===== src/rtl/vga_fb_arbiter.sv =====
`default_nettype none
// ============================================================================
// Module   : vga_fb_arbiter
// Brief    : VGA 800x525 raster timing plus frame-buffer arbitration between
//            display scan-out and a single writer. The writer is granted the
//            buffer only inside blanking, and is pre-empted GUARD pixel ticks
//            before active video resumes.
// Options  : VGA_ARB_STATS_EN adds a saturating 16-bit abort counter output.
// Revision : 1.0 - initial release
// ============================================================================
module vga_fb_arbiter #(
  parameter int DIV   = 4,  // system clocks per pixel tick (>= 2)
  parameter int GUARD = 8   // pixel ticks of pre-emption before active video
) (
  input  logic        clk,
  input  logic        reset_n,
  input  logic        en,
  output logic [9:0]  h_count,
  output logic [9:0]  v_count,
  output logic        pix_tick,
  output logic        frame_start,
  output logic        disp_own,
  input  logic        wr_req,
  input  logic        wr_done,
  output logic        wr_grant,
  output logic        wr_abort
`ifdef VGA_ARB_STATS_EN
  ,
  output logic [15:0] abort_cnt
`endif
);

  // Divider width and terminal value
  localparam int               DIV_W    = (DIV > 1) ? $clog2(DIV) : 1;
  localparam logic [DIV_W-1:0] DIV_LAST = DIV_W'(DIV - 1);

  // Raster geometry
  localparam logic [9:0] H_LAST   = 10'd799;
  localparam logic [9:0] V_LAST   = 10'd524;
  localparam logic [9:0] H_ACTIVE = 10'd640;
  localparam logic [9:0] V_ACTIVE = 10'd480;
  localparam logic [9:0] V_PRE    = 10'd479;  // last visible line
  localparam logic [9:0] CLOSE_H  = 10'(800 - GUARD);

  // Arbiter states
  localparam logic [1:0] ST_IDLE  = 2'd0;
  localparam logic [1:0] ST_GRANT = 2'd1;
  localparam logic [1:0] ST_COOL  = 2'd2;

  logic [DIV_W-1:0] div_cnt;
  logic [1:0]       state;
  logic [1:0]       state_next;
  logic             abort_q;
  logic             abort_set;
  logic             line_end;
  logic             blank;
  logic             closing;
  logic             win;

  assign pix_tick    = en && (div_cnt == DIV_LAST);
  assign line_end    = (h_count == H_LAST);
  assign frame_start = pix_tick && line_end && (v_count == V_LAST);
  assign disp_own    = (h_count < H_ACTIVE) && (v_count < V_ACTIVE);

  // Pixel-clock divider: free-runs 0..DIV-1 while enabled
  always_ff @(posedge clk or negedge reset_n) begin
    if (!reset_n) begin
      div_cnt <= '0;
    end else if (en) begin
      div_cnt <= (div_cnt == DIV_LAST) ? '0 : div_cnt + 1'b1;
    end
  end

  // Raster counters advance once per pixel tick
  always_ff @(posedge clk or negedge reset_n) begin
    if (!reset_n) begin
      h_count <= '0;
      v_count <= '0;
    end else if (pix_tick) begin
      if (line_end) begin
        h_count <= '0;
        v_count <= (v_count == V_LAST) ? '0 : v_count + 10'd1;
      end else begin
        h_count <= h_count + 10'd1;
      end
    end
  end

  // Write window: blanking, minus the guard stretch that leads into a visible
  // pixel (end of lines 0..478 and end of line 524); line 479's blanking runs
  // straight into vertical blank, so it stays open.
  always_comb begin
    blank   = (h_count >= H_ACTIVE) || (v_count >= V_ACTIVE);
    closing = (h_count >= CLOSE_H) && ((v_count < V_PRE) || (v_count == V_LAST));
    win     = blank && !closing;
  end

  // Arbiter state register; everything holds while en is low
  always_ff @(posedge clk or negedge reset_n) begin
    if (!reset_n) begin
      state   <= ST_IDLE;
      abort_q <= 1'b0;
    end else begin
      if (en) begin
        state <= state_next;
      end
      abort_q <= abort_set;
    end
  end

  // Arbiter next state; wr_done takes precedence over window close
  always_comb begin
    state_next = state;
    case (state)
      ST_IDLE:  if (wr_req && win)   state_next = ST_GRANT;
      ST_GRANT: if (wr_done || !win) state_next = ST_COOL;
      ST_COOL:                       state_next = ST_IDLE;
      default:                       state_next = ST_IDLE;
    endcase
  end

  // Arbiter outputs: grant is the registered GRANT state, abort a one-shot
  always_comb begin
    wr_grant  = (state == ST_GRANT);
    abort_set = en && (state == ST_GRANT) && !wr_done && !win;
    wr_abort  = abort_q && en;
  end

`ifdef VGA_ARB_STATS_EN
  // Saturating count of pre-emptions, cleared only by reset
  always_ff @(posedge clk or negedge reset_n) begin
    if (!reset_n) begin
      abort_cnt <= '0;
    end else if (wr_abort && (abort_cnt != 16'hFFFF)) begin
      abort_cnt <= abort_cnt + 16'd1;
    end
  end
`endif

endmodule
`default_nettype wire


===== config.mk =====
export PLATFORM = sky130hd
export DESIGN_NAME = vga_fb_arbiter
export DESIGN_NICKNAME = d
export VERILOG_FILES = /design/src/rtl/vga_fb_arbiter.sv
export SDC_FILE = /design/constraint.sdc
export NUM_CORES = 1
export LEC_CHECK = 0
export ABC_CLOCK_PERIOD_IN_PS = 2950
export CORE_MARGIN = 5
export CORE_UTILIZATION = 26
export CTS_CLUSTER_DIAMETER = 200
export DETAILED_ROUTE_END_ITERATION = 8
export HOLD_SLACK_MARGIN = 0.05
export SLEW_MARGIN = 0
export SYNTH_ARGS = -nofsm -noshare
export SYNTH_HDL_FRONTEND = slang
export SYNTH_SLANG_ARGS = --single-unit
export TNS_END_PERCENT = 1

===== constraint.sdc =====
create_clock -name clk -period 2.95 [get_ports clk]
set_clock_uncertainty 0.15 [all_clocks]
set_input_delay 0.4425 -clock clk [delete_from_list [all_inputs] [get_ports clk]]
set_output_delay 0.4425 -clock clk [all_outputs]
set_load 0.03 [all_outputs]

### After elaboration in Yosys (flattened, before gate mapping)

Cells that the tools add are included.

* register bits: 25
* input port bits: 5

* add/subtract/negate cells: 3
* order comparisons: 6
* equality and inequality tests: 6
* mux-type cells: 6
* reductions and logical operators: 20

Operator list (number)
* adder 10 x 1 -> 10 bit (second input constant): 2
* == test 10 bit (second input constant): 2
* >= comparator 10 bit (second input constant): 2
* less-than comparator 10 x 9 -> 1 bit (second input constant): 2
* 2-to-1 mux 10 bit: 2
* logical AND 1 bit: 11
* >= comparator 10 x 9 -> 1 bit (second input constant): 1
* less-than comparator 10 bit (second input constant): 1
* 2-to-1 mux 2 bit: 3
* case mux 2 bit (2 select lines): 1
* zero test 1 bit: 3
* logical OR 1 bit: 3
* AND reduction 3 bit: 1
* adder 2 x 1 -> 2 bit (second input constant): 1
* == test 2 x 1 -> 1 bit (second input constant): 1
* == test 2 bit (second input constant): 1
* zero test 2 bit: 1
* inequality test 2 x 1 -> 1 bit (second input constant): 1
* inequality test 2 bit (second input constant): 1
* AND reduction 2 bit: 1

### Depth between registers and ports, before layout

* word-level depth: 9
* mapped depth: 6
* gate-level depth less buffers: 6

### Worst setup path before layout

OpenSTA, ideal clock, no wires.

* kind: reg-to-output
* start point: reg h_count[0]
* end point: out frame_start
* arrival time: 1.936 ns
* path slack: 0.422 ns
* cell stages (with the launch flop): 6
* path buffers: 1
* path through: dfrtp_1 -> ha_1 -> nand4_1 -> or4_1 -> clkbuf_2 -> nor2_1

* word-level cells in the longest chain between the ends: 3

Ends and longest elaborated chain
* start, declared: line 18 `output logic [9:0] h_count,`
* start signal, assigned: line 84 `h_count <= h_count + 10'd1;`
* == test 10 bit: line 61 `assign line_end = (h_count == H_LAST);`
* logical AND 1 bit (2 in series): line 62 `assign frame_start = pix_tick && line_end && (v_count == V_LAST);`
* end, declared: line 21 `output logic frame_start,`

Every way passes these cells.

### Final worst setup path

* start point: reg v_count[6]
* end point: out disp_own

* word-level cells in the longest chain between the ends: 2

Ends and longest elaborated chain
* start, declared: line 19 `output logic [9:0] v_count,`
* start signal, assigned: line 82 `v_count <= (v_count == V_LAST) ? '0 : v_count + 10'd1;`
* less-than comparator 10 x 9 -> 1 bit: line 63 `assign disp_own = (h_count < H_ACTIVE) && (v_count < V_ACTIVE);`
* logical AND 1 bit: line 63
* end, declared: line 22 `output logic disp_own,`

Every way passes these cells.

==> results.md <==
- Status: complete, no violations
- Worst skew pair latency: 0.26 ns
- Total I/O pin count: 30
- Initial Util: 26.4%
- Chip width: 81.8 um
- Critical path class: reg -> out
- Max Cap Viol: 0
- Area grow syn2layout: 33.3%
- Post-synth EDFFs: 0
- Initial DRT Pass Iterations: 4
- CP Max Fanout: 8
- Synth cell types: 37
- Post-synth net total: 147
- Detailed Place HPWL: 2.37 mm
- Final design utilization: 35.2%
- Antenna viol nets, final: 0
- Sink Count: 25
- Seq/Total Area, Yosys: 46.6%
- Vias in the first global route: 1083
- Die height: 81.8 um
- Fin crit period: 2.77 ns
- Fin. Hold Viols: 0
- GRT Util Overall: 9.61%
- Final TNS setup: 0 ns
- Arr. time, crit path: 2.18 ns
- DRT Wirelength: 3.06 mm
- Cell area power density: 499 nW/um^2
- Drt drc: 0
- Placed cells: 237
- Post-Syn Area per Cell: 9.79 um^2
- Synth Instances: 137
- Routability congestion estimate from global placement: 0.799
- Worst Setup End Kind: output pin
- Drt via density: 4.62
- CTS resizes: 0
- CTS Hold Bufs: 0
- Largest net degree at the start of global routing: 26
- # diodes: 0
- Layout Cells excl Fill: 241
- Ys async rst share: 100%
- Setup Buffers After CTS: 0
- PortBufs: 29
- Clock slew at reported path FFs: 0.09 ns
- TritonCTS clock tree: built
- Root buffer cell: clkbuf_8
- #FFs+latches synth: 25
- Min-Delay Path Class: reg -> reg
- Vias post-DR: 1114
- FMAX: 361 MHz
- Gr ovfl total: 0
- Maximum root-to-sink buffer count: 2
- Global-route wire length before repair: 5.11 mm
- Synth Cell Area: 1340 um^2
- Max Slew Vio Count: 0
- Final setup fails: 0
- Worst-margin pin slew: 0.607 ns
- Core Area: 5070 um^2
- Critical Path Source Type: flip-flop
- Synth Flop Type: dfrtp_1
- DRT iter0 DRCs: 57
- Maximum vdd drop: 0.483 mV
- LEAKAGE: 0.751 nW
- Layout Nets: 182
- Die ar.: 6700 um^2
- RSZ-0062 raised after global routing: false
- Row cnt: 26
- TritonCTS Buffers: 3
- H-tree levels: 1
- WHS: 0.371 ns
- DR WL/cell: 12.7 um
- Required time of the worst setup path: 2.36 ns
- Final period util: 94.0%
- Fraction of layout cells with a size suffix above 1: 9.36%
- Slew HR: 58.5%
- Syn. warnings: 0
- Initial antenna violation count: 0
==> per-layer routing <==
layer | GRT usage (%) | part of all wire (%) | vias up
li1 | - | - | 567
met1 | 12.8 | 49 | 521
met2 | 15.6 | 46 | 22
met3 | 1.64 | 3.5 | 4
met4 | 3.49 | 1.3 | 0
met5 | 0 | 0 | -
==> sequential cells by signal (all words and copies together) (netlist names) <==
register and count:
abort_q 1, h_count 10, v_count 10, state 2
div_cnt 2
==> cells by family (layout without fill, tap and decap cells) <==
logic type	Yosys count	count (layout)	synth area share, %
buffers and inverters	10	44	3.08
AND/OR/NAND/NOR	58	58	22.7
adder cells (fa/ha/maj)	5	5	4.66
XOR/XNOR	11	11	7.18
flip-flops	25	25	46.6
multiplexers	4	4	3.26
AO/OA/AOI/OAI	24	24	12.5
==> stage by stage <==
step | power [W] | area, um^2 | setup slack, ns
finish | 0.000892 | 1790 | 0.178
global route | 0.000955 | 1790 | 0.110
detailed placement | 0.000704 | 1740 | 0.301
global placement | 0.000701 | 1740 | 0.321
CTS | 0.000908 | 1790 | 0.192
floorplan | 0.000599 | 1340 | 0.422
==> worst max-delay path, stage by stage, from the launching register on <==
cell             delay (ns)
dfrtp_1                0.45
and3_1                 0.22
a211oi_1               0.47
clkdlybuf4s50_1        0.77
==> cell usage in the layout, fill, tap and decap left out, types with 2 or more instances in the layout <==
cell	instances
a2111oi_0	3
a211oi_1	2
a21oi_1	3
and2_1	3
and3_1	3
buf_4	6
clkbuf_8	3
clkdlybuf4s50_1	28
dfrtp_1	25
ha_1	5
inv_1	6
mux2_2	3
nand2_1	14
nand3_1	6
nand4_1	5
nor2_1	10
nor3_1	4
nor4_1	2
o21ai_0	7
o31ai_1	2
or3_1	3
or4_1	2
xnor2_1	8
xor2_1	3
==> where the power goes <==
part	switching, W	total [W]	internal (W)
clock	0.000104	0.000199	0.0000942
combinational	0.000143	0.000259	0.000116
sequential	0.0000479	0.000434	0.000386
==> cell type report <==
type / instances / area (um^2)
flip-flops and latches: 25 / 626
multi-input cells: 102 / 681
repair buffers: 34 / 325
fillers: 539 / 3290
inverters: 6 / 22.5
clock inverters: 1 / 5.00
clock buffers: 3 / 41.3
well taps: 70 / 87.6
==> synth_stat cells (2+ instances only) <==
| cell type | count | area [um^2] |
|---|---|---|
| mux2_2 | 3 | 33.8 |
| xnor2_1 | 8 | 70.1 |
| a211oi_1 | 2 | 15.0 |
| and2_1 | 3 | 18.8 |
| a21oi_1 | 3 | 15.0 |
| o21ai_0 | 7 | 35.0 |
| and3_1 | 3 | 18.8 |
| nor3_1 | 4 | 20.0 |
| a2111oi_0 | 3 | 26.3 |
| inv_1 | 6 | 22.5 |
| o31ai_1 | 2 | 15.0 |
| xor2_1 | 3 | 26.3 |
| buf_2 | 2 | 10.0 |
| nand4_1 | 5 | 31.3 |
| dfrtp_1 | 25 | 626 |
| ha_1 | 5 | 62.6 |
| or4_1 | 2 | 15.0 |
| nand3_1 | 6 | 30.0 |
| or3_1 | 3 | 18.8 |
| nor4_1 | 3 | 18.8 |
| nor2_1 | 10 | 37.5 |
| nand2_1 | 14 | 52.6 |
==> final timing paths <==
| path | start | slack, ns | cells after the start | to |
|---|---|---|---|---|
| setup / recovery | v_count[6]$_DFFE_PN0P_ | 0.18 | 3 | disp_own |
| hold / removal | div_cnt[1]$_DFFE_PN0P_ | 0.37 | 1 | div_cnt[1]$_DFFE_PN0P_ |
| setup reg to reg | v_count[0]$_DFFE_PN0P_ | 0.71 | 5 | state[0]$_DFFE_PN0P_ |
| hold reg to reg | div_cnt[1]$_DFFE_PN0P_ | 0.37 | 1 | div_cnt[1]$_DFFE_PN0P_ |
| max in group asynchronous | reset_n | 2.03 | 2 | v_count[6]$_DFFE_PN0P_ |
| min in group asynchronous | reset_n | 0.38 | 2 | v_count[7]$_DFFE_PN0P_ |
Note: power is estimated with default switching activity, not from simulation.
